File: config.mk
export PLATFORM = sky130hd
export DESIGN_NAME = multi_dir_validator_flat
export DESIGN_NICKNAME = d
export VERILOG_FILES = /design/src/rtl/othello_pkg.sv /design/src/rtl/multi_dir_validator_if.sv /design/src/rtl/multi_dir_validator_board_stepper.sv /design/src/rtl/multi_dir_validator.sv /design/src/flat_wrapper.sv
export SDC_FILE = /design/constraint.sdc
export NUM_CORES = 1
export LEC_CHECK = 0
export ABC_AREA = 1
export BUFFER_PORTS_ARGS = -buffer_cell sky130_fd_sc_hd__clkbuf_2
export CAP_MARGIN = 20
export CORE_ASPECT_RATIO = 1.4
export CORE_MARGIN = 4
export CORE_UTILIZATION = 63
export CTS_CLUSTER_SIZE = 14
export DETAILED_ROUTE_END_ITERATION = 8
export PLACE_DENSITY = 0.94
export SYNTH_ARGS = -nofsm -noshare
export SYNTH_HDL_FRONTEND = slang
export SYNTH_SLANG_ARGS = --single-unit
export TNS_END_PERCENT = 50
File: constraint.sdc
create_clock -name clock -period 6.1 [get_ports clock]
set_input_delay 0.915 -clock clock [delete_from_list [all_inputs] [get_ports clock]]
set_output_delay 0.915 -clock clock [all_outputs]
set_load 0.03 [all_outputs]
File: src/rtl/othello_pkg.sv
// Shared Othello definitions: cell codes, scan directions, FSM states and
// the direction/colour helper functions used by the validator and flipper.
package othello_pkg;

    localparam logic [1:0] EMPTY = 2'b00;
    localparam logic [1:0] BLACK = 2'b01;
    localparam logic [1:0] WHITE = 2'b10;
    localparam logic [1:0] RSVD  = 2'b11;

    typedef enum logic [2:0] {
        DIR_N, DIR_NE, DIR_E, DIR_SE, DIR_S, DIR_SW, DIR_W, DIR_NW
    } dir_e;

    typedef enum logic [2:0] {
        ST_IDLE, ST_ORIGIN, ST_DIR_INIT, ST_STEP, ST_WAIT, ST_EVAL, ST_DONE
    } state_e;

    function automatic int dir_drow(input dir_e d);
        case (d)
            DIR_N, DIR_NE, DIR_NW: return -1;
            DIR_SE, DIR_S, DIR_SW: return 1;
            default:               return 0;
        endcase
    endfunction

    function automatic int dir_dcol(input dir_e d);
        case (d)
            DIR_NE, DIR_E, DIR_SE: return 1;
            DIR_SW, DIR_W, DIR_NW: return -1;
            default:               return 0;
        endcase
    endfunction

    function automatic logic [1:0] opponent(input logic player);
        return player ? BLACK : WHITE;
    endfunction

    function automatic logic [1:0] own_cell(input logic player);
        return player ? WHITE : BLACK;
    endfunction

endpackage

File: src/rtl/multi_dir_validator_if.sv
// Controller-facing request/result signals plus the board RAM read port.
interface multi_dir_validator_if #(
    parameter int BOARD_DIM = 8,
    parameter int ADDR_W    = $clog2(BOARD_DIM * BOARD_DIM),
    parameter int CNT_W     = $clog2(8 * BOARD_DIM)
);
    logic              start;
    logic [ADDR_W-1:0] s_addr_in;
    logic              player;
    logic [7:0]        dir_en;
    logic [ADDR_W-1:0] mem_addr;
    logic              mem_rden;
    logic [1:0]        mem_q;
    logic              busy;
    logic              done;
    logic              legal;
    logic [7:0]        dir_mask;
    logic [CNT_W-1:0]  flip_count;

    modport master (
        output start, s_addr_in, player, dir_en, mem_q,
        input  mem_addr, mem_rden, busy, done, legal, dir_mask, flip_count
    );

    modport slave (
        input  start, s_addr_in, player, dir_en, mem_q,
        output mem_addr, mem_rden, busy, done, legal, dir_mask, flip_count
    );
endinterface

File: src/rtl/multi_dir_validator_board_stepper.sv
// One step along a direction with row/col kept separate, so a move off the
// board is flagged instead of wrapping into the neighbouring row.
module board_stepper
    import othello_pkg::*;
#(
    parameter int BOARD_DIM = 8,
    parameter int ADDR_W    = $clog2(BOARD_DIM * BOARD_DIM),
    parameter int RC_W      = $clog2(BOARD_DIM)
) (
    input  logic [RC_W-1:0]   row,
    input  logic [RC_W-1:0]   col,
    input  logic [2:0]        dir,
    output logic [RC_W-1:0]   next_row,
    output logic [RC_W-1:0]   next_col,
    output logic [ADDR_W-1:0] next_addr,
    output logic              off_board
);
    int r_i;
    int c_i;

    always_comb begin
        r_i       = int'(row) + dir_drow(dir_e'(dir));
        c_i       = int'(col) + dir_dcol(dir_e'(dir));
        off_board = (r_i < 0) || (r_i >= BOARD_DIM) || (c_i < 0) || (c_i >= BOARD_DIM);
        next_row  = RC_W'(r_i);
        next_col  = RC_W'(c_i);
        next_addr = ADDR_W'(r_i * BOARD_DIM + c_i);
    end
endmodule

File: src/rtl/multi_dir_validator.sv
// Othello move validator: probes all eight directions from a candidate square
// and reports per-direction captures, legality and the total flip count.
module multi_dir_validator
    import othello_pkg::*;
#(
    parameter int BOARD_DIM = 8,
    parameter int ADDR_W    = $clog2(BOARD_DIM * BOARD_DIM),
    parameter int RD_LAT    = 1,
    parameter int CNT_W     = $clog2(8 * BOARD_DIM)
) (
    input  logic                  clock,
    input  logic                  reset,
    multi_dir_validator_if.slave  bus
);
    localparam int         RC_W      = $clog2(BOARD_DIM);
    localparam int         CELLS     = BOARD_DIM * BOARD_DIM;
    localparam logic [1:0] WAIT_INIT = (RD_LAT > 1) ? 2'(RD_LAT - 2) : 2'd0;
    localparam state_e     AFTER_RD  = (RD_LAT > 1) ? ST_WAIT : ST_EVAL;

    state_e            state_q, state_d;
    logic [ADDR_W-1:0] s_addr_q, s_addr_d;
    logic              player_q, player_d;
    logic [7:0]        dir_en_q, dir_en_d;
    logic [2:0]        d_q, d_d;
    logic [CNT_W-1:0]  run_q, run_d;
    logic [RC_W-1:0]   row_q, row_d;
    logic [RC_W-1:0]   col_q, col_d;
    logic [1:0]        wait_q, wait_d;
    logic              origin_phase_q, origin_phase_d;
    logic [7:0]        dir_mask_q, dir_mask_d;
    logic [CNT_W-1:0]  flip_count_q, flip_count_d;

    logic [RC_W-1:0]   orig_row, orig_col;
    logic [RC_W-1:0]   step_row, step_col;
    logic [RC_W-1:0]   step_row_n, step_col_n;
    logic [ADDR_W-1:0] step_addr;
    logic              step_off;
    logic              dir_end;
    logic              mem_rden_c;
    logic [ADDR_W-1:0] mem_addr_c;

    assign orig_row = RC_W'(int'(s_addr_q) / BOARD_DIM);
    assign orig_col = RC_W'(int'(s_addr_q) % BOARD_DIM);

    // DIR_INIT steps from the origin so an edge-facing direction costs one cycle.
    assign step_row = (state_q == ST_DIR_INIT) ? orig_row : row_q;
    assign step_col = (state_q == ST_DIR_INIT) ? orig_col : col_q;

    board_stepper #(
        .BOARD_DIM (BOARD_DIM),
        .ADDR_W    (ADDR_W),
        .RC_W      (RC_W)
    ) u_stepper (
        .row       (step_row),
        .col       (step_col),
        .dir       (d_q),
        .next_row  (step_row_n),
        .next_col  (step_col_n),
        .next_addr (step_addr),
        .off_board (step_off)
    );

    always_comb begin
        state_d        = state_q;
        s_addr_d       = s_addr_q;
        player_d       = player_q;
        dir_en_d       = dir_en_q;
        d_d            = d_q;
        run_d          = run_q;
        row_d          = row_q;
        col_d          = col_q;
        wait_d         = wait_q;
        origin_phase_d = origin_phase_q;
        dir_mask_d     = dir_mask_q;
        flip_count_d   = flip_count_q;
        dir_end        = 1'b0;
        mem_rden_c     = 1'b0;
        mem_addr_c     = '0;

        case (state_q)
            ST_IDLE: begin
                if (bus.start) begin
                    s_addr_d     = bus.s_addr_in;
                    player_d     = bus.player;
                    dir_en_d     = bus.dir_en;
                    dir_mask_d   = '0;
                    flip_count_d = '0;
                    state_d      = ST_ORIGIN;
                end
            end
            ST_ORIGIN: begin
                if (int'(s_addr_q) >= CELLS) begin
                    state_d = ST_DONE;
                end else begin
                    mem_rden_c     = 1'b1;
                    mem_addr_c     = s_addr_q;
                    origin_phase_d = 1'b1;
                    wait_d         = WAIT_INIT;
                    state_d        = AFTER_RD;
                end
            end
            ST_DIR_INIT: begin
                if (!dir_en_q[d_q] || step_off) begin
                    dir_end = 1'b1;
                end else begin
                    run_d   = '0;
                    row_d   = orig_row;
                    col_d   = orig_col;
                    state_d = ST_STEP;
                end
            end
            ST_STEP: begin
                if (step_off) begin
                    dir_end = 1'b1;
                end else begin
                    mem_rden_c = 1'b1;
                    mem_addr_c = step_addr;
                    row_d      = step_row_n;
                    col_d      = step_col_n;
                    wait_d     = WAIT_INIT;
                    state_d    = AFTER_RD;
                end
            end
            ST_WAIT: begin
                if (wait_q == 2'd0) state_d = ST_EVAL;
                else                wait_d  = wait_q - 2'd1;
            end
            ST_EVAL: begin
                if (origin_phase_q) begin
                    origin_phase_d = 1'b0;
                    // Reserved counts as empty here, so only a real disc blocks the move.
                    if (bus.mem_q == BLACK || bus.mem_q == WHITE) begin
                        state_d = ST_DONE;
                    end else begin
                        d_d     = 3'd0;
                        state_d = ST_DIR_INIT;
                    end
                end else if (bus.mem_q == opponent(player_q)) begin
                    run_d   = run_q + 1'b1;
                    state_d = ST_STEP;
                end else begin
                    if (bus.mem_q == own_cell(player_q) && run_q != '0) begin
                        dir_mask_d[d_q] = 1'b1;
                        flip_count_d    = flip_count_q + run_q;
                    end
                    dir_end = 1'b1;
                end
            end
            ST_DONE: state_d = ST_IDLE;
            default: state_d = ST_IDLE;
        endcase

        if (dir_end) begin
            if (d_q == 3'd7) begin
                state_d = ST_DONE;
            end else begin
                d_d     = d_q + 3'd1;
                state_d = ST_DIR_INIT;
            end
        end
    end

    always_ff @(posedge clock) begin
        if (!reset) begin
            state_q        <= ST_IDLE;
            s_addr_q       <= '0;
            player_q       <= 1'b0;
            dir_en_q       <= '0;
            d_q            <= '0;
            run_q          <= '0;
            row_q          <= '0;
            col_q          <= '0;
            wait_q         <= '0;
            origin_phase_q <= 1'b0;
            dir_mask_q     <= '0;
            flip_count_q   <= '0;
        end else begin
            state_q        <= state_d;
            s_addr_q       <= s_addr_d;
            player_q       <= player_d;
            dir_en_q       <= dir_en_d;
            d_q            <= d_d;
            run_q          <= run_d;
            row_q          <= row_d;
            col_q          <= col_d;
            wait_q         <= wait_d;
            origin_phase_q <= origin_phase_d;
            dir_mask_q     <= dir_mask_d;
            flip_count_q   <= flip_count_d;
        end
    end

    assign bus.mem_rden   = mem_rden_c;
    assign bus.mem_addr   = mem_addr_c;
    assign bus.busy       = (state_q != ST_IDLE) && (state_q != ST_DONE);
    assign bus.done       = (state_q == ST_DONE);
    assign bus.legal      = |dir_mask_q;
    assign bus.dir_mask   = dir_mask_q;
    assign bus.flip_count = flip_count_q;
endmodule
File: src/flat_wrapper.sv
// flat-port wrapper written by rule: the top's interface ports become plain ports
module multi_dir_validator_flat import othello_pkg::*;
#(
    parameter int BOARD_DIM = 8,
    parameter int ADDR_W    = $clog2(BOARD_DIM * BOARD_DIM),
    parameter int RD_LAT    = 1,
    parameter int CNT_W     = $clog2(8 * BOARD_DIM)
)
  (clock, reset, bus_start, bus_s_addr_in, bus_player, bus_dir_en, bus_mem_q, bus_mem_addr, bus_mem_rden, bus_busy, bus_done, bus_legal, bus_dir_mask, bus_flip_count);
  multi_dir_validator_if #(.BOARD_DIM(BOARD_DIM), .ADDR_W(ADDR_W), .CNT_W(CNT_W)) bus_i ();
  input  logic clock;
  input  logic reset;
  input wire logic [$bits(bus_i.start)-1:0] bus_start;
  input wire logic [$bits(bus_i.s_addr_in)-1:0] bus_s_addr_in;
  input wire logic [$bits(bus_i.player)-1:0] bus_player;
  input wire logic [$bits(bus_i.dir_en)-1:0] bus_dir_en;
  input wire logic [$bits(bus_i.mem_q)-1:0] bus_mem_q;
  output wire logic [$bits(bus_i.mem_addr)-1:0] bus_mem_addr;
  output wire logic [$bits(bus_i.mem_rden)-1:0] bus_mem_rden;
  output wire logic [$bits(bus_i.busy)-1:0] bus_busy;
  output wire logic [$bits(bus_i.done)-1:0] bus_done;
  output wire logic [$bits(bus_i.legal)-1:0] bus_legal;
  output wire logic [$bits(bus_i.dir_mask)-1:0] bus_dir_mask;
  output wire logic [$bits(bus_i.flip_count)-1:0] bus_flip_count;
  assign bus_i.start = bus_start;
  assign bus_i.s_addr_in = bus_s_addr_in;
  assign bus_i.player = bus_player;
  assign bus_i.dir_en = bus_dir_en;
  assign bus_i.mem_q = bus_mem_q;
  assign bus_mem_addr = bus_i.mem_addr;
  assign bus_mem_rden = bus_i.mem_rden;
  assign bus_busy = bus_i.busy;
  assign bus_done = bus_i.done;
  assign bus_legal = bus_i.legal;
  assign bus_dir_mask = bus_i.dir_mask;
  assign bus_flip_count = bus_i.flip_count;
  multi_dir_validator #(.BOARD_DIM(BOARD_DIM), .ADDR_W(ADDR_W), .RD_LAT(RD_LAT), .CNT_W(CNT_W)) u_core (.clock(clock), .reset(reset), .bus(bus_i));
endmodule
==> key figures, run 1 <==
Clock tree
  – Resized cells post-CTS: 0
  – Clock buffer count from CTS: 5
  – Clock Sinks: 50
  – Longest Clk Path Bufs: 2
  – CTS tree: yes
  – Post-CTS Setup Inserts: 0
  – H-tree depth: 2
  – Hold-fix buffers, CTS: 0
  – Clock Pin Slew Worst Setup and Hold Paths: 0.10 ns
  – Clock root buffer: clkbuf_8
  – Worst-Skew Late Latency: 0.31 ns

Cells and area
  – N_diodes: 0
  – Area Overhead vs Synth: 9.80%
  – Fin nets: about 600
  – Layout cells sized above 1: between 10% and 20%

Setup path
  – Worst Path Max Fanout: 15
  – CP delay by family, top: simple AND/OR/NAND/NOR gates
  – CP startpoint kind: register
  – Critical path type: register to primary output
  – CP required: roughly 5.2 ns
  – Worst path cell trace: ha_1, ha_1, inv_2, o21ai_4, inv_1, o21ai_0, ha_1, ha_1, inv_1, nand2_4, nand2_2, nand2_2, inv_1, ha_1, nor4b_1, nand3_1, nor3_4, nand2_4, nor2_1, nand2_1, a21oi_1, clkbuf_2
  – Crit. End Element: primary output
  – Crit path max-delay cell type: dfxtp_1
  – Crit-path max cell delay: 0.49 ns
  – WP buf/inv: 5
  – Crit-path most repeated cell: ha_1
  – Worst EP arrival: 4.45 ns

Floorplan
  – Core ar.: about 5600 sq um
  – Top Ports: 44
  – Die W: ~70 microns
  – Die ar.: between 7000 and 8000 sq um
  – Starting Density: between 60% and 70%
  – Die height: approximately 100 microns
  – # rows: 32

Power and ir drop
  – Leakage: between 1.5 and 2 nW
  – Worst vdd ir: a little over 200 uV
  – Pwr/cell area: between 300 and 400 nW/um^2

Outcome
  – Status: complete, no violations

Job
  – Max Cap Viol: 0

Synth
  – Synth area leader: dfxtp_1
  – Adder-cell share of the synthesized area: 15.8%
  – Prevailing post-synth register cell: dfxtp_1
  – Post-synth net total: between 500 and 600
  – Async set-reset flop share out of synthesis: 0%
  – Main combinational cell family by area after synthesis: simple AND/OR/NAND/NOR gates
  – Most frequent cell after synthesis: nand2_1
  – XOR/XNOR Fraction of Synth Area: ~3.4%
  – Post-synthesis compound-gate area fraction: 15.4%
  – Post-synthesis instance total: just over 500
  – Post-synth cell types: 39
  – Yosys reg bits: 50
  – Post-synthesis cell area: 3630 sq um
  – Number of synthesized flops with an enable pin: 0
  – Simple-gate portion of the synthesized area: 29.4%
  – Top post-synthesis cells by count: nand2_1 (89), inv_1 (62), nor2_1 (59)
  – Mapped Avg Cell Area: 7.15 sq um
  – Leading post-synthesis cells by cell area: dfxtp_1 (28%), ha_1 (14%), nand2_1 (9.2%)
  – Sequential share of the synthesized area: ~28%
  – Post-synthesis mux area share: 0%
  – Synth top area share: roughly 28%
  – Warnings, synthesis: 0

Place
  – RD Place Congestion: between 0.9 and 1
  – DP HPWL: 6800 microns
  – IO buf count: 43

GRT
  – Grt ovf: 0
  – Total GRT Usage: roughly a quarter
  – Initial antenna violation count: 0
  – Met1 usage: ~28%
  – Met3 usage: roughly 3.4%
  – Number of global-route vias before repair: about 3,500
  – Grt met2 use: roughly 48%
  – Most Crowded Layer GR: met2
  – Largest net degree at the start of global routing: 28
  – Global-route wire length before repair: roughly 15,000 microns

Timing
  – Setup violations, final: 0
  – Final Critical Period: about 5.4 ns
  – Final Skew: 0.00960 ns
  – Setup TNS: 0 ns
  – Rel. slew slack: about a third
  – Fmax: 186 MHz
  – Period utilization: approximately 90%
  – RSZ-0062 raised after global routing: false
  – Least-Margin Pin Slew: around 1.0 ns
  – Final Hold Fails: 0
  – Final Slew Violations: 0
  – Worst slack on hold paths: about 0.47 ns

Routing
  – DR vias/cell: approximately 5.7
  – Initial DRC Count: 214
  – Per-cell routed wire length: between 10 and 15 microns
  – DR DRC count: 0
  – Antenna Nets Post-Route: 0
  – Via count: 3,521
  – WL final: approximately 8900 microns
  – DRT Pass-1 Iters: 5

Min path
  – Hold WC Path Type: register to register
==> per-stage QoR <==
stage | setup slack, ns | cell area [sq um] | cells | utilization, % | total power, mW
finish | 0.732 | 3980 | 614 | 71.5 | 1.53
global route | 0.303 | 3980 | 614 | 71.5 | 1.66
CTS | 0.803 | 3980 | 614 | 71.5 | 1.53
detailed placement | 1.18 | 3870 | 606 | 69.5 | 1.29
global placement | 1.39 | 3870 | 606 | 69.5 | 1.24
floorplan | 1.42 | 3630 | 507 | - | 1.08
==> final timing paths <==
path | cells past startpoint | slack [ns] | startpoint | end
hold / removal | 2 | 0.47 | u_core.bus.dir_mask[2]$_SDFFE_PN0P_ | u_core.bus.dir_mask[2]$_SDFFE_PN0P_
hold reg to reg | 2 | 0.47 | u_core.bus.dir_mask[2]$_SDFFE_PN0P_ | u_core.bus.dir_mask[2]$_SDFFE_PN0P_
setup / recovery | 22 | 0.73 | u_core.d_q[1]$_SDFF_PN0_ | bus_mem_addr[5]
setup reg to reg | 22 | 1.92 | u_core.d_q[1]$_SDFF_PN0_ | u_core.run_q[1]$_SDFFE_PN0P_
==> final cells by class <==
| type | count | area, sq um |
|---|---|---|
| fillers | 442 | 1580 |
| inverters | 66 | 248 |
| clock inverters | 3 | 45.0 |
| multi-input cells | 379 | 2320 |
| flip-flops and latches | 50 | 1000 |
| repair buffers | 43 | 215 |
| clock buffers | 5 | 68.8 |
| well taps | 68 | 85.1 |
==> layout by cell type, fill, tap and decap left out, types with 2 or more instances in the layout <==
master	count
inv_1	62
ha_1	41
xor2_1	5
a31oi_1	2
nand2_2	6
nand3_2	5
dfxtp_1	50
nand2_1	89
xnor2_1	9
fa_1	3
inv_2	4
clkbuf_8	5
nor2_1	59
nor3_1	6
nand2_4	7
o21ba_2	4
a21oi_1	46
clkbuf_2	43
o22ai_1	3
nand4_1	8
nand3_1	31
nor4_1	5
o21ai_1	2
clkinvlp_4	2
o21ai_0	33
a21o_1	2
==> sequential cells by signal, indices dropped and copies added, names as in the netlist <==
name	flops
u_core.origin_phase_q	1
u_core.player_q	1
u_core.col_q	3
u_core.row_q	3
u_core.wait_q	2
u_core.bus.dir_mask	8
u_core.dir_en_q	8
u_core.bus.flip_count	6
u_core.state_q	3
u_core.run_q	6
u_core.s_addr_q	6
u_core.d_q	3
==> metal layers <==
metal	wire (microns)	share of wire, %	vias to the layer above
met5	0	0	-
met4	316	3.6	0
met1	3290	37	1634
met3	423	4.8	27
met2	4830	54	122
li1	-	-	1738
==> report_power, final <==
part,switching (mW),leakage (nW),internal (mW)
registers,0.0553,0.408,0.401
logic,0.560,1.40,0.274
clock network,0.121,0.0504,0.122
total,0.737,1.86,0.797
==> worst min-delay path: cells and delay by family (launching register included) <==
| kind | cells | cell delay [ns] |
|---|---|---|
| compound gates | 1 | 0.05 |
| buf+inv | 1 | 0.05 |
| flops | 1 | 0.33 |
==> logic make-up after synthesis <==
family                     after synthesis
xor gates and xnor gates                14
and+or+nand+nor                        223
DFF                                     50
buffers and inverters                   78
AOI/OAI and AO/OA                       98
adders and majority gates               44
(Power assumes the default switching activity.)
==> run 2: changes to the inputs <==
--- a/config.mk
+++ b/config.mk
@@ -8,12 +8,14 @@
 export ABC_AREA = 1
 export BUFFER_PORTS_ARGS = -buffer_cell sky130_fd_sc_hd__clkbuf_2
 export CAP_MARGIN = 20
+export CELL_PAD_IN_SITES_DETAIL_PLACEMENT = 1
+export CELL_PAD_IN_SITES_GLOBAL_PLACEMENT = 2
 export CORE_ASPECT_RATIO = 1.4
 export CORE_MARGIN = 4
-export CORE_UTILIZATION = 63
+export CORE_UTILIZATION = 36
 export CTS_CLUSTER_SIZE = 14
 export DETAILED_ROUTE_END_ITERATION = 8
-export PLACE_DENSITY = 0.94
+export PLACE_DENSITY = 0.95
 export SYNTH_ARGS = -nofsm -noshare
 export SYNTH_HDL_FRONTEND = slang
 export SYNTH_SLANG_ARGS = --single-unit
==> run 2 against run 1 <==
  * Critical path type unchanged
  * Core utilization down 30 points
  * Clock power up 18%
  * Largest cell class unchanged
  * Highest routed layer unchanged
  * Critical endpoint is now bus_mem_addr[3]
  * Die area up 67%
  * Worst hold slack worse by 0.015 ns
  * Register-to-register slack worse by 0.04 ns
  * Sequential cell count unchanged
  * Critical path depth unchanged
  * Power up 4.3%
  * Largest power group unchanged
==> key figures, run 2 (synthesis gave the netlist of run 1 again) <==
Power and ir drop
  – Internal: 0.839 mW (+5.2%)
  – Leakage: 1.89 nW (+1.3%)
  – Clk network pwr share: 17.9% (+2.0 points)
  – Seq pwr share: 28.6% (-1.2 points)
  – Comb pwr share: 53.4% (-1.0 points)
  – Sw frac: 47.6% (-0.44 points)
  – Sw Pwr: 0.762 mW (+3.4%)
  – Pwr/cell area: 391 nW/um^2 (+1.4%)
  – Worst vdd ir: 201 uV (-2.3%)

GRT
  – Number of global-route vias before repair: 3,709 (+6.0%)
  – Initial antenna violation count: 0 (unchanged)
  – Grt ovf: 0 (unchanged)
  – Largest net degree at the start of global routing: 28 (unchanged)
  – Total GRT Usage: 18.0% (-7.9 points)
  – Global-route wire length before repair: 17,200 microns (+14%)

Routing
  – Via count: 3,488 (-0.94%)
  – DR DRC count: 0 (unchanged)
  – Per-cell routed wire length: 15.1 microns (+4.9%)
  – WL final: 10,300 microns (+16%)
  – Antenna Nets Post-Route: 0 (unchanged)
  – Initial DRC Count: 133 (-38%)
  – DRT Pass-1 Iters: 4 (-1)
  – DR vias/cell: 5.12 (-11%)

Setup path
  – Crit. End Element: primary output
  – Reg-to-Reg Start: u_core.d_q[1]$_SDFF_PN0_
  – Crit path from: u_core.d_q[1]$_SDFF_PN0_
  – CP startpoint kind: register
  – R2R setup slack: 1.88 ns (-0.04 ns)
  – Critical path type: register to primary output
  – Worst r2r path cells: 22 (unchanged)
  – Worst EP arrival: 4.37 ns (-0.08 ns)
  – FF-to-FF End: u_core.run_q[3]$_SDFFE_PN0P_
  – CP Capture Point: bus_mem_addr[3]
  – Worst Path Max Fanout: 15 (unchanged)
  – CP required: 5.18 ns (about the same)

Cells and area
  – Most common cell after layout, fill and taps aside: nand2_1
  – N_diodes: 0 (unchanged)
  – Final non-filler cell total: 681 (+11%)
  – Area Overhead vs Synth: 13.0%
  – Layout cells sized above 1: 15.0% (-0.18 points)
  – Fin nets: 609 (unchanged)
  – Most frequent cells in the layout: nand2_1 (89), inv_1 (62), nor2_1 (59)

Clock tree
  – H-tree depth: 2 (unchanged)
  – Clock Pin Slew Worst Setup and Hold Paths: 0.06 ns (-0.04 ns)
  – Clock buffer count from CTS: 5 (unchanged)
  – Hold-fix buffers, CTS: 0 (unchanged)
  – Clock root buffer: clkbuf_16
  – Post-CTS Setup Inserts: 0 (unchanged)
  – Resized cells post-CTS: 0 (unchanged)
  – Longest Clk Path Bufs: 2 (unchanged)
  – CTS tree: yes
  – Worst-Skew Late Latency: 0.29 ns (-0.02 ns)
  – Clock Sinks: 50 (unchanged)

Job
  – Max Cap Viol: 0 (unchanged)

Floorplan
  – Starting Density: 36.6% (-29 points)
  – # rows: 43 (+34%)
  – Die W: 92.8 microns (+29%)
  – Core ar.: 9900 sq um (+78%)
  – Die height: 127 microns (+30%)
  – Top Ports: 44 (unchanged)
  – Die ar.: 11,800 sq um (+67%)

Timing
  – Least-Margin Pin Slew: 0.952 ns (-0.0509 ns)
  – Period utilization: 86.7% (-1.3 points)
  – Rel. slew slack: 36.3% (+3.4 points)
  – Final Slew Violations: 0 (unchanged)
  – Fmax: 189 MHz (+1.5%)
  – Final Critical Period: 5.29 ns (-0.0801 ns)
  – Setup violations, final: 0 (unchanged)
  – Final Skew: 0.00411 ns (-0.00549 ns)
  – Final Hold Fails: 0 (unchanged)
  – RSZ-0062 raised after global routing: false
  – Setup TNS: 0 ns (unchanged)

Min path
  – Hold Path Origin: u_core.dir_en_q[3]$_SDFFE_PN0P_
  – Hold WC Path Type: register to register

Place
  – DP HPWL: 8010 microns (+18%)
  – RD Place Congestion: 0.788 (-13%)
  – Dpl cells: 673 (+11%)
  – IO buf count: 43 (unchanged)

Outcome
  – Status: complete, no violations
## run 2: critical path, stage by stage, from the launching register on
cell and delay [ns]:
dfxtp_1 0.49, ha_1 0.27, ha_1 0.31, inv_2 0.10, o21ai_4 0.18, inv_1 0.15, o21ai_0 0.11, ha_1 0.22
ha_1 0.15, inv_1 0.06, nand2_4 0.10, nand2_2 0.06, nand2_2 0.06, inv_1 0.06, ha_1 0.26, nor4b_1 0.30
nand3_1 0.17, nor3_4 0.24, nand2_4 0.13, nor2_1 0.21, nand2_1 0.08, a21oi_1 0.14, clkbuf_2 0.23
## run 2: power by group through the flow
stage,registers [mW],clock network [mW],logic [mW]
floorplan,0.468,0,0.614
global placement,0.461,0,0.828
detailed placement,0.465,0,0.861
CTS,0.459,0.294,0.868
global route,0.468,0.307,0.973
finish,0.459,0.287,0.855
## run 2: worst min path at each step
stage	end	slack (ns)	depth (start not counted)
floorplan	u_core.dir_en_q[0]$_SDFFE_PN0P_	0.43	2
detailed placement	u_core.dir_en_q[3]$_SDFFE_PN0P_	0.45	2
CTS	u_core.dir_en_q[3]$_SDFFE_PN0P_	0.46	2
global route	u_core.dir_en_q[2]$_SDFFE_PN0P_	0.49	2
finish	u_core.dir_en_q[3]$_SDFFE_PN0P_	0.46	2
global placement	u_core.dir_en_q[3]$_SDFFE_PN0P_	0.44	2
## run 2: metal layers
metal,GRT usage [%],vias to the layer above,routed length [microns]
met3,2.67,31,293
met5,0,-,0
li1,-,1739,-
met4,9.06,0,417
met1,19.6,1662,4140
met2,33.3,56,5450
## run 2: cell type report
| cell class | instances | area (sq um) |
|---|---|---|
| clock inverter | 1 | 5.00 |
| clock buffer | 7 | 143 |
| multi-input combinational | 379 | 2320 |
| timing repair buffer | 43 | 215 |
| sequential | 50 | 1000 |
| tap | 135 | 169 |
| inverter | 66 | 248 |
| fill | 1322 | 5800 |
## run 2: through the flow
stage | instance area [sq um] | utilization (%) | worst slack [ns] | hold WS [ns] | power [mW]
2_1_floorplan | 3630 | - | 1.42 | 0.430 | 1.08
4_1_cts | 4100 | 41.4 | 0.779 | 0.459 | 1.62
6_report | 4100 | 41.4 | 0.812 | 0.455 | 1.60
5_1_grt | 4100 | 41.4 | 0.330 | 0.488 | 1.75
3_3_place_gp | 3950 | 39.9 | 1.30 | 0.440 | 1.29
3_5_place_dp | 3950 | 39.9 | 1.12 | 0.449 | 1.33
